$ cat config.mk
export PLATFORM = sky130hd
export DESIGN_NAME = pc_sequencer
export DESIGN_NICKNAME = d
export VERILOG_FILES = /design/src/rtl/pc_seq_pkg.sv /design/src/rtl/pc_next_sel.sv /design/src/rtl/pc_sequencer.sv
export SDC_FILE = /design/constraint.sdc
export NUM_CORES = 1
export LEC_CHECK = 0
export ABC_AREA = 1
export CAP_MARGIN = 20
export CORE_MARGIN = 5
export CORE_UTILIZATION = 45
export DETAILED_ROUTE_END_ITERATION = 7
export PLACE_DENSITY = 0.89
export SETUP_SLACK_MARGIN = 0.5
export SYNTH_ARGS = -nofsm -noshare
export SYNTH_HDL_FRONTEND = slang
export SYNTH_SLANG_ARGS = --single-unit
$ cat constraint.sdc
create_clock -name clk -period 2 [get_ports clk]
set_input_delay 0.3 -clock clk [delete_from_list [all_inputs] [get_ports clk]]
set_output_delay 0.3 -clock clk [all_outputs]
set_load 0.05 [all_outputs]
$ cat src/rtl/pc_seq_pkg.sv
// Shared definitions for the program-counter sequencer: default widths,
// reset/interrupt addresses and the FSM state encoding.
package pc_seq_pkg;

    localparam int          DEF_ADDR_W     = 16;
    localparam int          DEF_DATA_W     = 16;
    localparam logic [15:0] DEF_RESET_PC   = 16'h0000;
    localparam logic [15:0] DEF_IRQ_VECTOR = 16'h0010;

    typedef logic [2:0] seqState_t;

    localparam seqState_t S_FETCH  = 3'd0;
    localparam seqState_t S_DECODE = 3'd1;
    localparam seqState_t S_EXEC   = 3'd2;
    localparam seqState_t S_HALT   = 3'd3;
    localparam seqState_t S_FAULT  = 3'd4;

endpackage

$ cat src/rtl/pc_next_sel.sv
// Next-PC selection at instruction retirement: halt > irq > branch > increment.
// Purely combinational; increment wraps modulo 2^ADDR_W.
module pc_next_sel
    import pc_seq_pkg::*;
#(
    parameter int                ADDR_W     = DEF_ADDR_W,
    parameter logic [ADDR_W-1:0] IRQ_VECTOR = ADDR_W'(DEF_IRQ_VECTOR)
) (
    input  logic              halt,
    input  logic              irq,
    input  logic              branchTaken,
    input  logic [ADDR_W-1:0] branchTarget,
    input  logic [ADDR_W-1:0] pc,
    output logic [ADDR_W-1:0] nextPc,
    output logic [ADDR_W-1:0] epcLoad,
    output logic              irqTake
);

    logic [ADDR_W-1:0] pcPlusOne;

    assign pcPlusOne = pc + ADDR_W'(1);

    // The interrupt returns to wherever the retiring instruction would have gone.
    assign epcLoad = branchTaken ? branchTarget : pcPlusOne;
    assign irqTake = irq & ~halt;

    always_comb begin
        nextPc = pcPlusOne;
        if (halt)
            nextPc = pcPlusOne;
        else if (irq)
            nextPc = IRQ_VECTOR;
        else if (branchTaken)
            nextPc = branchTarget;
    end

endmodule

$ cat src/rtl/pc_sequencer.sv
// Clocked program-counter controller: fetch handshake with timeout, one-cycle
// decode pulse, and PC update on execDone (halt / irq / branch / increment).
module pc_sequencer
    import pc_seq_pkg::*;
#(
    parameter int                ADDR_W        = DEF_ADDR_W,
    parameter int                DATA_W        = DEF_DATA_W,
    parameter logic [ADDR_W-1:0] RESET_PC      = ADDR_W'(DEF_RESET_PC),
    parameter logic [ADDR_W-1:0] IRQ_VECTOR    = ADDR_W'(DEF_IRQ_VECTOR),
    parameter int                FETCH_TIMEOUT = 15
) (
    input  logic              clk,
    input  logic              reset_n,
    output logic              imemReq,
    output logic [ADDR_W-1:0] imemAddr,
    input  logic              imemAck,
    input  logic [DATA_W-1:0] imemData,
    output logic              instrValid,
    output logic [DATA_W-1:0] instrOut,
    input  logic              execDone,
    input  logic              branchTaken,
    input  logic [ADDR_W-1:0] branchTarget,
    input  logic              irq,
    output logic              irqAck,
    output logic [ADDR_W-1:0] epc,
    input  logic              halt,
    output logic              halted,
    output logic              fault,
    output logic [ADDR_W-1:0] pc
);

    localparam int CNT_W = $clog2(FETCH_TIMEOUT + 1);
    localparam logic [CNT_W-1:0] CNT_LAST = CNT_W'(FETCH_TIMEOUT - 1);

    seqState_t         state;
    logic [CNT_W-1:0]  timeoutCnt;
    logic [ADDR_W-1:0] nextPc;
    logic [ADDR_W-1:0] epcLoad;
    logic              irqTake;

    pc_next_sel #(
        .ADDR_W     (ADDR_W),
        .IRQ_VECTOR (IRQ_VECTOR)
    ) uNextSel (
        .halt         (halt),
        .irq          (irq),
        .branchTaken  (branchTaken),
        .branchTarget (branchTarget),
        .pc           (pc),
        .nextPc       (nextPc),
        .epcLoad      (epcLoad),
        .irqTake      (irqTake)
    );

    assign imemAddr = pc;
    assign halted   = (state == S_HALT);
    assign fault    = (state == S_FAULT);

    // imemReq is registered so it stays low through reset; in FETCH it also
    // marks the cycles that actually count against the timeout.
    always_ff @(posedge clk) begin
        if (!reset_n) begin
            state      <= S_FETCH;
            pc         <= RESET_PC;
            timeoutCnt <= '0;
            epc        <= '0;
            instrOut   <= '0;
            imemReq    <= 1'b0;
            instrValid <= 1'b0;
            irqAck     <= 1'b0;
        end else begin
            instrValid <= 1'b0;
            irqAck     <= 1'b0;
            case (state)
                S_FETCH: begin
                    if (!imemReq) begin
                        imemReq <= 1'b1;
                    end else if (imemAck) begin
                        instrOut   <= imemData;
                        instrValid <= 1'b1;
                        imemReq    <= 1'b0;
                        timeoutCnt <= '0;
                        state      <= S_DECODE;
                    end else if (timeoutCnt == CNT_LAST) begin
                        imemReq <= 1'b0;
                        state   <= S_FAULT;
                    end else begin
                        timeoutCnt <= timeoutCnt + CNT_W'(1);
                    end
                end
                S_DECODE: state <= S_EXEC;
                S_EXEC: begin
                    if (execDone) begin
                        pc <= nextPc;
                        if (irqTake) begin
                            epc    <= epcLoad;
                            irqAck <= 1'b1;
                        end
                        if (halt) begin
                            state <= S_HALT;
                        end else begin
                            imemReq <= 1'b1;
                            state   <= S_FETCH;
                        end
                    end
                end
                S_HALT:  state <= S_HALT;
                S_FAULT: state <= S_FAULT;
                default: begin
                    imemReq <= 1'b0;
                    state   <= S_FAULT;
                end
            endcase
        end
    end

endmodule

==> results.py, run 1 <==
metrics = {
    "run_status": {
        "status": "completed",
    },
    "synth": {
        "synthesis.nets": 504,
        "synthFlopType": "dfxtp_1",
        "netlist_area_mm2": 0.00318,
        "netlist.area_leader.share_pct": 36.5,
        "synth_most_common_cell": "nand2_1",
        "netlist_top_cells_area": "dfxtp_1 (36%), nand2_1 (13%), nand3_1 (7.2%)",
        "synth_warnings": 0,
        "synth-edff-count": 0,
        "async_flop_share_pct": 0,
        "synth.distinct_cells": 36,
        "netlist_instances": 461,
        "yosysSeqAreaShare_pct": 36.5,
        "yosys-top-cells-count": "nand2_1 (112), dfxtp_1 (58), nand3_1 (46)",
        "syn_avg_cell_area_um2": 6.91,
        "synth_top_area_cell": "dfxtp_1",
        "synth-seq-cells": 58,
    },
    "clock_network": {
        "cts_buffers": 9,
        "cts_hold_buf": 0,
        "htreeDepth": 3,
        "path_clk_slew_ps": 70,
        "cts_max_path_buffers": 2,
        "clock_latency_ps": 350,
        "cts.sinks": 58,
        "root_buffer": "clkbuf_8",
        "tritoncts": "done",
    },
    "drt": {
        "drc": 0,
        "dr.pass1.iters": 5,
        "routed_wl_um": 10200,
        "routedWlPerCell_um": 15.3,
        "vias": 3461,
        "ant_nets": 0,
        "drtIter0Drc": 190,
        "viasPerCell": 5.19,
    },
    "setup_path": {
        "cp_max_fo": 6,
        "r2r_slack_ps": 490,
        "rr_endpoint": "epc[2]$_SDFFE_PN0P_",
        "critPathArrivalTime_ps": 1230,
        "rr_worst_depth": 9,
        "r2r-start": "state[2]$_SDFFE_PN0P_",
        "worst-setup-path-type": "reg -> out",
        "start_kind": "flop",
        "crit_required_ps": 1700,
        "worstSetupEndpointType": "output port",
    },
    "sta": {
        "max-slew-margin-rel_pct": 54.1,
        "fmaxAchievable_mhz": 654,
        "worst_pin_slew_ps": 688,
        "setup_violations": 0,
        "fin_crit_sh_pct": 76.5,
        "finalHoldViolCount": 0,
        "setup_tns_ps": 0,
        "fin_skew_ps": 14.0,
        "period_minus_slack_ps": 1530,
        "setup_ws_ps": 470,
        "rsz0062_at_grt": "true",
        "slew_viol_final": 0,
    },
    "floorplanning": {
        "fp.dieW_um": 94.1,
        "floorplan.initialDensity_pct": 46.6,
        "io_pins": 108,
        "core_mm2": 0.00683,
        "num_rows": 30,
        "dieArea_mm2": 0.00886,
        "die_y_um": 94.1,
    },
    "final_layout": {
        "antenna_cells": 0,
        "finalInstanceArea_mm2": 0.00465,
        "finalNetCount": 609,
        "syn2layout_area_growth_pct": 46.0,
        "post-route-util_pct": 68.0,
        "fillers": 555,
        "drive_gt1_share_pct": 29.9,
    },
    "min_path": {
        "hold_depth": 2,
        "hold_path.class": "reg -> reg",
        "holdPathEnd": "instrOut[9]$_SDFFE_PN0P_",
        "worstHoldStart": "instrOut[9]$_SDFFE_PN0P_",
    },
    "global_route": {
        "grt_max_degree": 29,
        "grt_pass1_vias": 3303,
        "overflow": 0,
        "grt_pass1_wl_um": 15100,
        "grtUsageTotal_pct": 21.4,
        "grt_antenna_before_repair": 0,
    },
    "place": {
        "gp_congestion": 0.864,
        "port-buffer-count": 107,
        "pre_cts_slack_ps": 174,
        "dpl.hpwl_um": 6850,
        "place_area_mm2": 0.00425,
    },
    "power_and_ir_drop": {
        "fin_total_pwr_mw": 4.04,
        "cellLeakagePower_nw": 2.12,
        "power.density_mw_per_mm2": 868,
        "ir_drop_mv": 0.388,
    },
    "flow_run": {
        "maxCapViolCount": 0,
    },
}
[worst max-delay path, cell delays in order, from the launching register on]
cell	delay, ps
dfxtp_4	400
buf_4	120
clkdlybuf4s15_2	360
[registers in the layout, summed over array words and instances (netlist names)]
| name | count |
|---|---|
| epc | 16 |
| imemAddr | 16 |
| instrOut | 16 |
| timeoutCnt | 4 |
| state | 3 |
| imemReq | 1 |
| instrValid | 1 |
| irqAck | 1 |
[area by class of cell]
| class | count | area (um2) | share of cell area, % |
|---|---|---|---|
| multi-input cells | 324 | 1770 | 38.0 |
| repair buffers | 126 | 1200 | 25.9 |
| flip-flops and latches | 58 | 1200 | 25.8 |
| inverters | 47 | 178 | 3.82 |
| clock buffers | 12 | 155 | 3.34 |
| well taps | 96 | 120 | 2.58 |
| clock inverters | 4 | 26.3 | 0.565 |
[cell families (layout without fill, tap and decap cells)]
kind of cell,count (synthesis),after routing,synth area share (%)
compound gates,86,86,14.3
xor+xnor,7,7,2.16
fa+ha+maj,4,4,1.57
buf+inv,82,189,12.5
flops,58,58,36.5
mux,1,1,0.314
simple gates,223,226,32.7
[through the flow]
step | std cells | hold WS [ps]
final | 667 | 472
after global routing | 667 | 481
after detailed placement | 637 | 462
after floorplan | 461 | 403
after CTS | 656 | 474
after global placement | 637 | 458
[report_power, final]
group          internal [mW]  switching, mW  total [mW]
clock                  0.515          0.483       0.998
sequential              1.29          0.140        1.43
combinational          0.510           1.09        1.60
total                   2.32           1.72        4.04
[repair_timing]
action	CTS	global route
gates resized for setup	183	62
pin swaps	1	12
setup buffers	3	8
cloned	0	3
setup endpoints to repair	81	70
[worst max path at each step]
stage	from	end	slack, ps	depth (start not counted)
2_1_floorplan	state[0]$_SDFFE_PN0P_	imemReq$_SDFFE_PN0P_	470	6
3_3_place_gp	execDone	epc[2]$_SDFFE_PN0P_	250	6
3_5_place_dp	halt	epc[5]$_SDFFE_PN0P_	170	7
4_1_cts	imemAddr[14]$_SDFFE_PN0P_	pc[14]	330	1
5_1_grt	state[2]$_SDFFE_PN0P_	epc[2]$_SDFFE_PN0P_	410	9
6_report	imemAddr[0]$_SDFFE_PN0P_	imemAddr[0]	470	2
[cells in the final DEF (no fill, tap or decap), drive strengths merged]
cell	n
a21o	3
a21oi	35
a31oi	2
and2	1
and3	1
buf	26
clkbuf	28
clkdlybuf4s15	45
clkdlybuf4s50	37
clkinv	4
clkinvlp	1
dfxtp	58
dlygate4sd2	1
dlymetal6s2s	1
ha	4
inv	46
mux2i	1
nand2	119
nand3	47
nand3b	1
nand4	3
nor2	40
nor3	3
o211ai	2
o21ai	43
o21bai	1
or2	11
xnor2	2
xor2	5
[routing by layer]
| layer | vias to the layer above | GRT usage (%) | part of all wire (%) |
|---|---|---|---|
| li1 | 1689 | - | - |
| met1 | 1600 | 26.6 | 41 |
| met2 | 142 | 35.9 | 50 |
| met3 | 30 | 4.41 | 5.8 |
| met4 | 0 | 8.78 | 2.9 |
| met5 | - | 0 | 0 |
(Power assumes the default switching activity.)
==> inputs of run 2 (changes only) <==
==> constraint.sdc (replaced) <==
create_clock -name clk -period 1.5 [get_ports clk]
set_input_delay 0.225 -clock clk [delete_from_list [all_inputs] [get_ports clk]]
set_output_delay 0.225 -clock clk [all_outputs]
set_load 0.05 [all_outputs]
==> results.py, run 2 <==
metrics = {
    "floorplanning": {
        "num_rows": 30,
        "fp.dieW_um": 94.1,
        "die_y_um": 94.1,
        "io_pins": 108,
        "floorplan.initialDensity_pct": 46.6,
    },
    "clock_network": {
        "root_buffer": "clkbuf_8",
        "cts.sinks": 58,
        "cts_hold_buf": 0,
        "cts_buffers": 9,
        "cts_max_path_buffers": 2,
        "htreeDepth": 3,
    },
    "synth": {
        "synth-edff-count": 0,
        "netlist_instances": 461,
        "netlist_top_cells_area": "dfxtp_1 (36%), nand2_1 (13%), nand3_1 (7.2%)",
        "async_flop_share_pct": 0,
        "syn_avg_cell_area_um2": 6.91,
        "synth-seq-cells": 58,
        "netlist_area_mm2": 0.00318,
        "yosys-top-cells-count": "nand2_1 (112), dfxtp_1 (58), nand3_1 (46)",
        "synth_most_common_cell": "nand2_1",
        "synth_warnings": 0,
        "netlist.area_leader.share_pct": 36.5,
        "synthFlopType": "dfxtp_1",
        "synthesis.nets": 504,
        "yosysSeqAreaShare_pct": 36.5,
        "synth_top_area_cell": "dfxtp_1",
        "synth.distinct_cells": 36,
    },
    "sta": {
        "repair-timing-grt-worst-ep": "imemAddr[4]$_SDFFE_PN0P_/D",
        "endpoint_type": "register input",
    },
    "place": {
        "port-buffer-count": 107,
        "place_area_mm2": 0.00483,
        "dpl.hpwl_um": 7480,
        "gp_congestion": 0.914,
        "pre_cts_slack_ps": -89.2,
    },
    "global_route": {
        "grt_max_degree": 24,
        "grt_antenna_before_repair": 0,
    },
    "run_status": {
        "lastStage": "global routing",
        "status": "stopped before the end",
        "error_line": "[ERROR DPL-0033] detailed placement checks failed during check placement.",
    },
}
==> run 2: cell counts after synthesis <==
No cell type changed its count.
==> run 2: what timing repair did <==
item	in CTS
pin swaps	31
setup buffers	35
cloned	3
gates resized for setup	157
endpoints found under the setup margin	126
==> run 2: through the flow <==
stage | hold WS [ps] | utilization, % | std cells
3_3_place_gp | 448 | 70.8 | 653
4_1_cts | 406 | 84.9 | 707
2_1_floorplan | 324 | - | 461
3_5_place_dp | 459 | 70.8 | 653
==> run 2: logic make-up after synthesis <==
logic type,after synthesis,synth area share [%]
adder cells (fa/ha/maj),4,1.57
AND/OR/NAND/NOR,223,32.7
multiplexers,1,0.314
flip-flops,58,36.5
buffers and inverters,82,12.5
XOR/XNOR,7,2.16
AO/OA/AOI/OAI,86,14.3
==> inputs of run 3 (changes only) <==
--- a/config.mk
+++ b/config.mk
@@ -8,10 +8,9 @@
 export ABC_AREA = 1
 export CAP_MARGIN = 20
 export CORE_MARGIN = 5
-export CORE_UTILIZATION = 45
+export CORE_UTILIZATION = 30
 export DETAILED_ROUTE_END_ITERATION = 7
-export PLACE_DENSITY = 0.89
-export SETUP_SLACK_MARGIN = 0.5
+export PLACE_DENSITY_LB_ADDON = 0.15
 export SYNTH_ARGS = -nofsm -noshare
 export SYNTH_HDL_FRONTEND = slang
 export SYNTH_SLANG_ARGS = --single-unit
==> results.py, run 3 (synthesis gave the netlist of run 1 again) <==
metrics = {
    "drt": {
        "viasPerCell": 4.58,
        "drtIter0Drc": 143,
        "ant_nets": 0,
        "routed_wl_um": 9700,
        "vias": 3338,
        "dr.pass1.iters": 4,
        "routedWlPerCell_um": 13.3,
        "drc": 0,
    },
    "clock_network": {
        "htreeDepth": 3,
        "root_buffer": "clkbuf_8",
        "cts_hold_buf": 0,
        "cts.sinks": 58,
        "cts_max_path_buffers": 2,
        "path_clk_slew_ps": 70,
        "clock_latency_ps": 340,
        "tritoncts": "done",
        "cts_buffers": 9,
    },
    "floorplanning": {
        "io_pins": 108,
        "num_rows": 37,
        "core_mm2": 0.0103,
        "die_y_um": 113,
        "floorplan.initialDensity_pct": 30.8,
        "fp.dieW_um": 113,
        "dieArea_mm2": 0.0128,
    },
    "sta": {
        "slew_viol_final": 0,
        "setup_ws_ps": 80.8,
        "worst_pin_slew_ps": 330,
        "rsz0062_at_grt": "true",
        "period_minus_slack_ps": 1420,
        "finalHoldViolCount": 0,
        "setup_tns_ps": 0,
        "fin_crit_sh_pct": 94.6,
        "fin_skew_ps": 8.68,
        "max-slew-margin-rel_pct": 77.9,
        "setup_violations": 0,
        "fmaxAchievable_mhz": 705,
    },
    "place": {
        "pre_cts_slack_ps": -133,
        "port-buffer-count": 107,
        "dpl.hpwl_um": 7410,
        "gp_congestion": 0.839,
    },
    "setup_path": {
        "cp_cell_sequence": "ha_4 -> nand3_4 -> nor2_4 -> nand4_1 -> nand2_1 -> nand2_2 -> nand2_1 -> nand2_1 -> nand2_1 -> inv_1",
        "critPathArrivalTime_ps": 1650,
        "crit_required_ps": 1730,
        "crit_path_max_incr_delay_ps": 390,
        "critPathTopFamily": "simple AND/OR/NAND/NOR gates",
        "path_depth": 10,
        "crit_top_cell": "nand2_1",
        "rr_worst_depth": 10,
        "cpMaxStageDelayCell": "dfxtp_4",
        "worst-setup-path-type": "reg -> reg",
        "start_kind": "flop",
        "crit_buf_inv": 1,
        "worstSetupEndpointType": "flop",
        "cp_max_fo": 5,
    },
    "final_layout": {
        "antenna_cells": 0,
        "syn2layout_area_growth_pct": 67.4,
        "post-route-util_pct": 51.6,
        "final_cell_mix": "nand2_1 (109), buf_4 (63), buf_12 (50)",
        "drive_gt1_share_pct": 32.0,
        "finalNetCount": 631,
        "layout_commonest_cell": "nand2_1",
    },
    "power_and_ir_drop": {
        "cellLeakagePower_nw": 2.44,
        "ir_drop_mv": 0.669,
        "power.density_mw_per_mm2": 1140,
    },
    "global_route": {
        "grtUsageTotal_pct": 15.3,
        "grt_antenna_before_repair": 0,
        "overflow": 0,
        "grt_pass1_wl_um": 16100,
        "grt_max_degree": 47,
        "grt_pass1_vias": 3382,
    },
    "run_status": {
        "status": "completed",
    },
    "min_path": {
        "hold_path.class": "in -> reg",
        "hold_depth": 3,
    },
    "flow_run": {
        "maxCapViolCount": 0,
    },
}
-- run 3: repair_timing --
action / in CTS / in global routing
pin swaps: 0 / 9
setup endpoints to repair: 1 / 18
setup buffers: 0 / 2
resized for setup: 1 / 19
-- run 3: worst register-to-register path, stage by stage, from the launching register on --
cell and delay, ps:
dfxtp_4 390, ha_4 150, nand3_4 80, nor2_4 210
nand4_1 150, nand2_1 110, nand2_2 50, nand2_1 60
nand2_1 40, nand2_1 50, inv_1 30
-- run 3: power breakdown --
| group | total [mW] | switching (mW) | internal [mW] | leakage [nW] |
|---|---|---|---|---|
| registers | 1.87 | 0.154 | 1.72 | 0.477 |
| logic | 2.51 | 1.48 | 1.04 | 1.85 |
| clock network | 1.71 | 0.672 | 1.04 | 0.118 |
| total | 6.10 | 2.30 | 3.79 | 2.44 |
-- run 3: metrics by stage --
stage	cells	cell area [um2]	hold WS [ps]	power (mW)
floorplan	461	3210	328	3.36
detailed placement	711	5000	464	4.41
finish	729	5330	430	6.10
global route	729	5330	437	6.42
global placement	711	5000	459	4.37
CTS	727	5240	416	6.14
-- run 3: layout make-up --
type	instances	area [um2]
timing repair buffer	151	1850
clock inverter	6	86.3
fill	1010	4990
inverter	47	176
tap	136	170
multi-input combinational	321	1700
sequential	58	1190
clock buffer	10	149
-- run 3: path summary, 6_finish.rpt --
| kind | start | slack, ps | endpoint |
|---|---|---|---|
| worst min register to register | instrOut[1]$_SDFFE_PN0P_ | 470 | instrOut[1]$_SDFFE_PN0P_ |
| worst min-delay path | imemData[4] | 430 | instrOut[4]$_SDFFE_PN0P_ |
| worst max-delay path | imemAddr[1]$_SDFFE_PN0P_ | 80 | epc[14]$_SDFFE_PN0P_ |
| worst max register to register | imemAddr[1]$_SDFFE_PN0P_ | 80 | epc[14]$_SDFFE_PN0P_ |
-- run 3: routing by layer --
layer / routed length (um) / part of all wire, % / track usage (%)
met1: 4500 / 46 / 19.6
met2: 4610 / 48 / 25.5
met3: 461 / 4.8 / 3.90
met4: 128 / 1.3 / 4.49
met5: 0 / 0 / 0
==> inputs of run 4 (changes only) <==
--- a/config.mk
+++ b/config.mk
@@ -7,6 +7,7 @@
 export LEC_CHECK = 0
 export ABC_AREA = 1
 export CAP_MARGIN = 20
+export CORE_ASPECT_RATIO = 0.6
 export CORE_MARGIN = 5
 export CORE_UTILIZATION = 30
 export DETAILED_ROUTE_END_ITERATION = 7
==> results.py, run 4 (synthesis gave the netlist of run 1 again) <==
metrics = {
    "drt": {
        "drtIter0Drc": 125,
        "drc": 0,
        "routedWlPerCell_um": 14.3,
        "dr.pass1.iters": 4,
        "viasPerCell": 4.67,
        "vias": 3413,
        "routed_wl_um": 10400,
        "ant_nets": 0,
    },
    "sta": {
        "hold_slack_ps": 439,
        "fin_crit_sh_pct": 97.6,
        "fmaxAchievable_mhz": 683,
        "fin_skew_ps": 3.62,
        "period_minus_slack_ps": 1460,
        "rsz0062_at_grt": "true",
        "finalHoldViolCount": 0,
        "slew_viol_final": 0,
        "max-slew-margin-rel_pct": 79.0,
        "worst_pin_slew_ps": 314,
        "setup_violations": 0,
    },
    "final_layout": {
        "antenna_cells": 0,
        "drive_gt1_share_pct": 31.1,
        "final_cell_mix": "nand2_1 (111), buf_4 (57), buf_12 (55)",
        "finalNetCount": 630,
        "syn2layout_area_growth_pct": 69.1,
        "fillers": 997,
        "finalInstanceArea_mm2": 0.00539,
        "layout_commonest_cell": "nand2_1",
    },
    "place": {
        "port-buffer-count": 107,
        "place_area_mm2": 0.00507,
        "dpl.hpwl_um": 8100,
        "gp_congestion": 0.838,
    },
    "clock_network": {
        "cts_max_path_buffers": 2,
        "tritoncts": "done",
        "clock_latency_ps": 320,
        "cts_buffers": 9,
        "root_buffer": "clkbuf_16",
        "post_cts_buffers": 0,
        "cts.sinks": 58,
        "cts_hold_buf": 0,
        "path_clk_slew_ps": 50,
        "htreeDepth": 3,
    },
    "power_and_ir_drop": {
        "clkPwrFrac_pct": 29.5,
        "swShare_pct": 37.3,
        "ir_drop_mv": 0.673,
        "pwr-share-seq_pct": 30.2,
        "p_comb_share_pct": 40.4,
        "cellLeakagePower_nw": 2.47,
        "p_int_mw": 3.93,
        "p_switching_mw": 2.33,
        "power.density_mw_per_mm2": 1160,
    },
    "setup_path": {
        "worstSetupEndpointType": "flop",
        "worst-setup-path-type": "reg -> reg",
        "cp_max_fo": 5,
        "crit_required_ps": 1760,
        "start_kind": "flop",
        "critPathArrivalTime_ps": 1720,
    },
    "run_status": {
        "status": "completed",
    },
    "min_path": {
        "hold_path.class": "in -> reg",
    },
    "floorplanning": {
        "dieArea_mm2": 0.0128,
        "fp.dieW_um": 143,
        "floorplan.initialDensity_pct": 30.4,
        "num_rows": 29,
        "io_pins": 108,
        "die_y_um": 89.8,
        "core_mm2": 0.0105,
    },
    "global_route": {
        "grt_pass1_vias": 3333,
        "grt_pass1_wl_um": 16900,
        "grtUsageTotal_pct": 16.5,
        "grt_max_degree": 23,
        "grt_antenna_before_repair": 0,
        "overflow": 0,
    },
    "flow_run": {
        "maxCapViolCount": 0,
    },
}
## run 4: changes by cell type in the layout (fill, tap and decap cells not counted), moves of 3 or more
| cell | before | now |
|---|---|---|
| clkbuf_8 | 9 | 1 |
| clkbuf_1 | 0 | 3 |
| buf_4 | 63 | 57 |
| dfxtp_2 | 8 | 11 |
| buf_12 | 50 | 55 |
| clkbuf_16 | 1 | 9 |
## run 4: layer usage
metal / vias to the layer above / wire, um / part of all wire, % / global-route usage [%]
met4: 0 / 98 / 0.94 / 3.80
li1: 1726 / - / - / -
met1: 1576 / 4830 / 46 / 22.2
met2: 99 / 4750 / 46 / 25.7
met5: - / 0 / 0 / 0
met3: 12 / 750 / 7.2 / 5.51
## run 4: path summary, 6_finish.rpt
| path | start | end | slack, ps | cells past startpoint |
|---|---|---|---|---|
| worst max register to register | imemAddr[0]$_SDFFE_PN0P_ | epc[10]$_SDFFE_PN0P_ | 40 | 7 |
| worst min-delay path | imemData[14] | instrOut[14]$_SDFFE_PN0P_ | 440 | 3 |
| worst max-delay path | imemAddr[0]$_SDFFE_PN0P_ | epc[10]$_SDFFE_PN0P_ | 40 | 7 |
| worst min register to register | instrOut[8]$_SDFFE_PN0P_ | instrOut[8]$_SDFFE_PN0P_ | 470 | 2 |
## run 4: timing repair
item	CTS	global route
cloned	0	0
pin swaps	0	4
gates resized for setup	1	14
setup endpoints to repair	1	24
## run 4: area by class of cell
type / count / area, um2 / area share, %
repair buffers: 150 / 1910 / 35.5
clock inverters: 3 / 15.0 / 0.279
clock buffers: 13 / 250 / 4.65
flip-flops and latches: 58 / 1190 / 22.0
well taps: 139 / 174 / 3.23
multi-input cells: 321 / 1670 / 31.1
inverters: 47 / 176 / 3.28
## run 4: through the flow
stage	setup slack, ps	setup TNS (ps)	utilization (%)	instances	power (mW)
floorplan	-34.8	-34.8	-	461	3.36
global placement	-88.2	-589	48.4	715	4.40
detailed placement	-112	-900	48.4	715	4.43
CTS	21.5	0	50.9	731	6.32
global route	-52.4	-263	51.4	731	6.57
finish	35.5	0	51.4	731	6.26
## run 4: worst max-delay path, stage by stage, from the launching register on
cell	delay, ps
dfxtp_4	380
ha_4	140
nand3_2	90
nor2_4	240
nand3b_1	160
nand3_1	130
o21ai_0	130
a21oi_1	140
## run 4: power by group through the flow
stage / registers [mW] / logic (mW) / clock network [mW]
floorplan: 2.38 / 0.985 / 0
global placement: 1.90 / 2.49 / 0
CTS: 1.88 / 2.54 / 1.90
global route: 1.91 / 2.70 / 1.96
finish: 1.89 / 2.53 / 1.84
detailed placement: 1.91 / 2.53 / 0
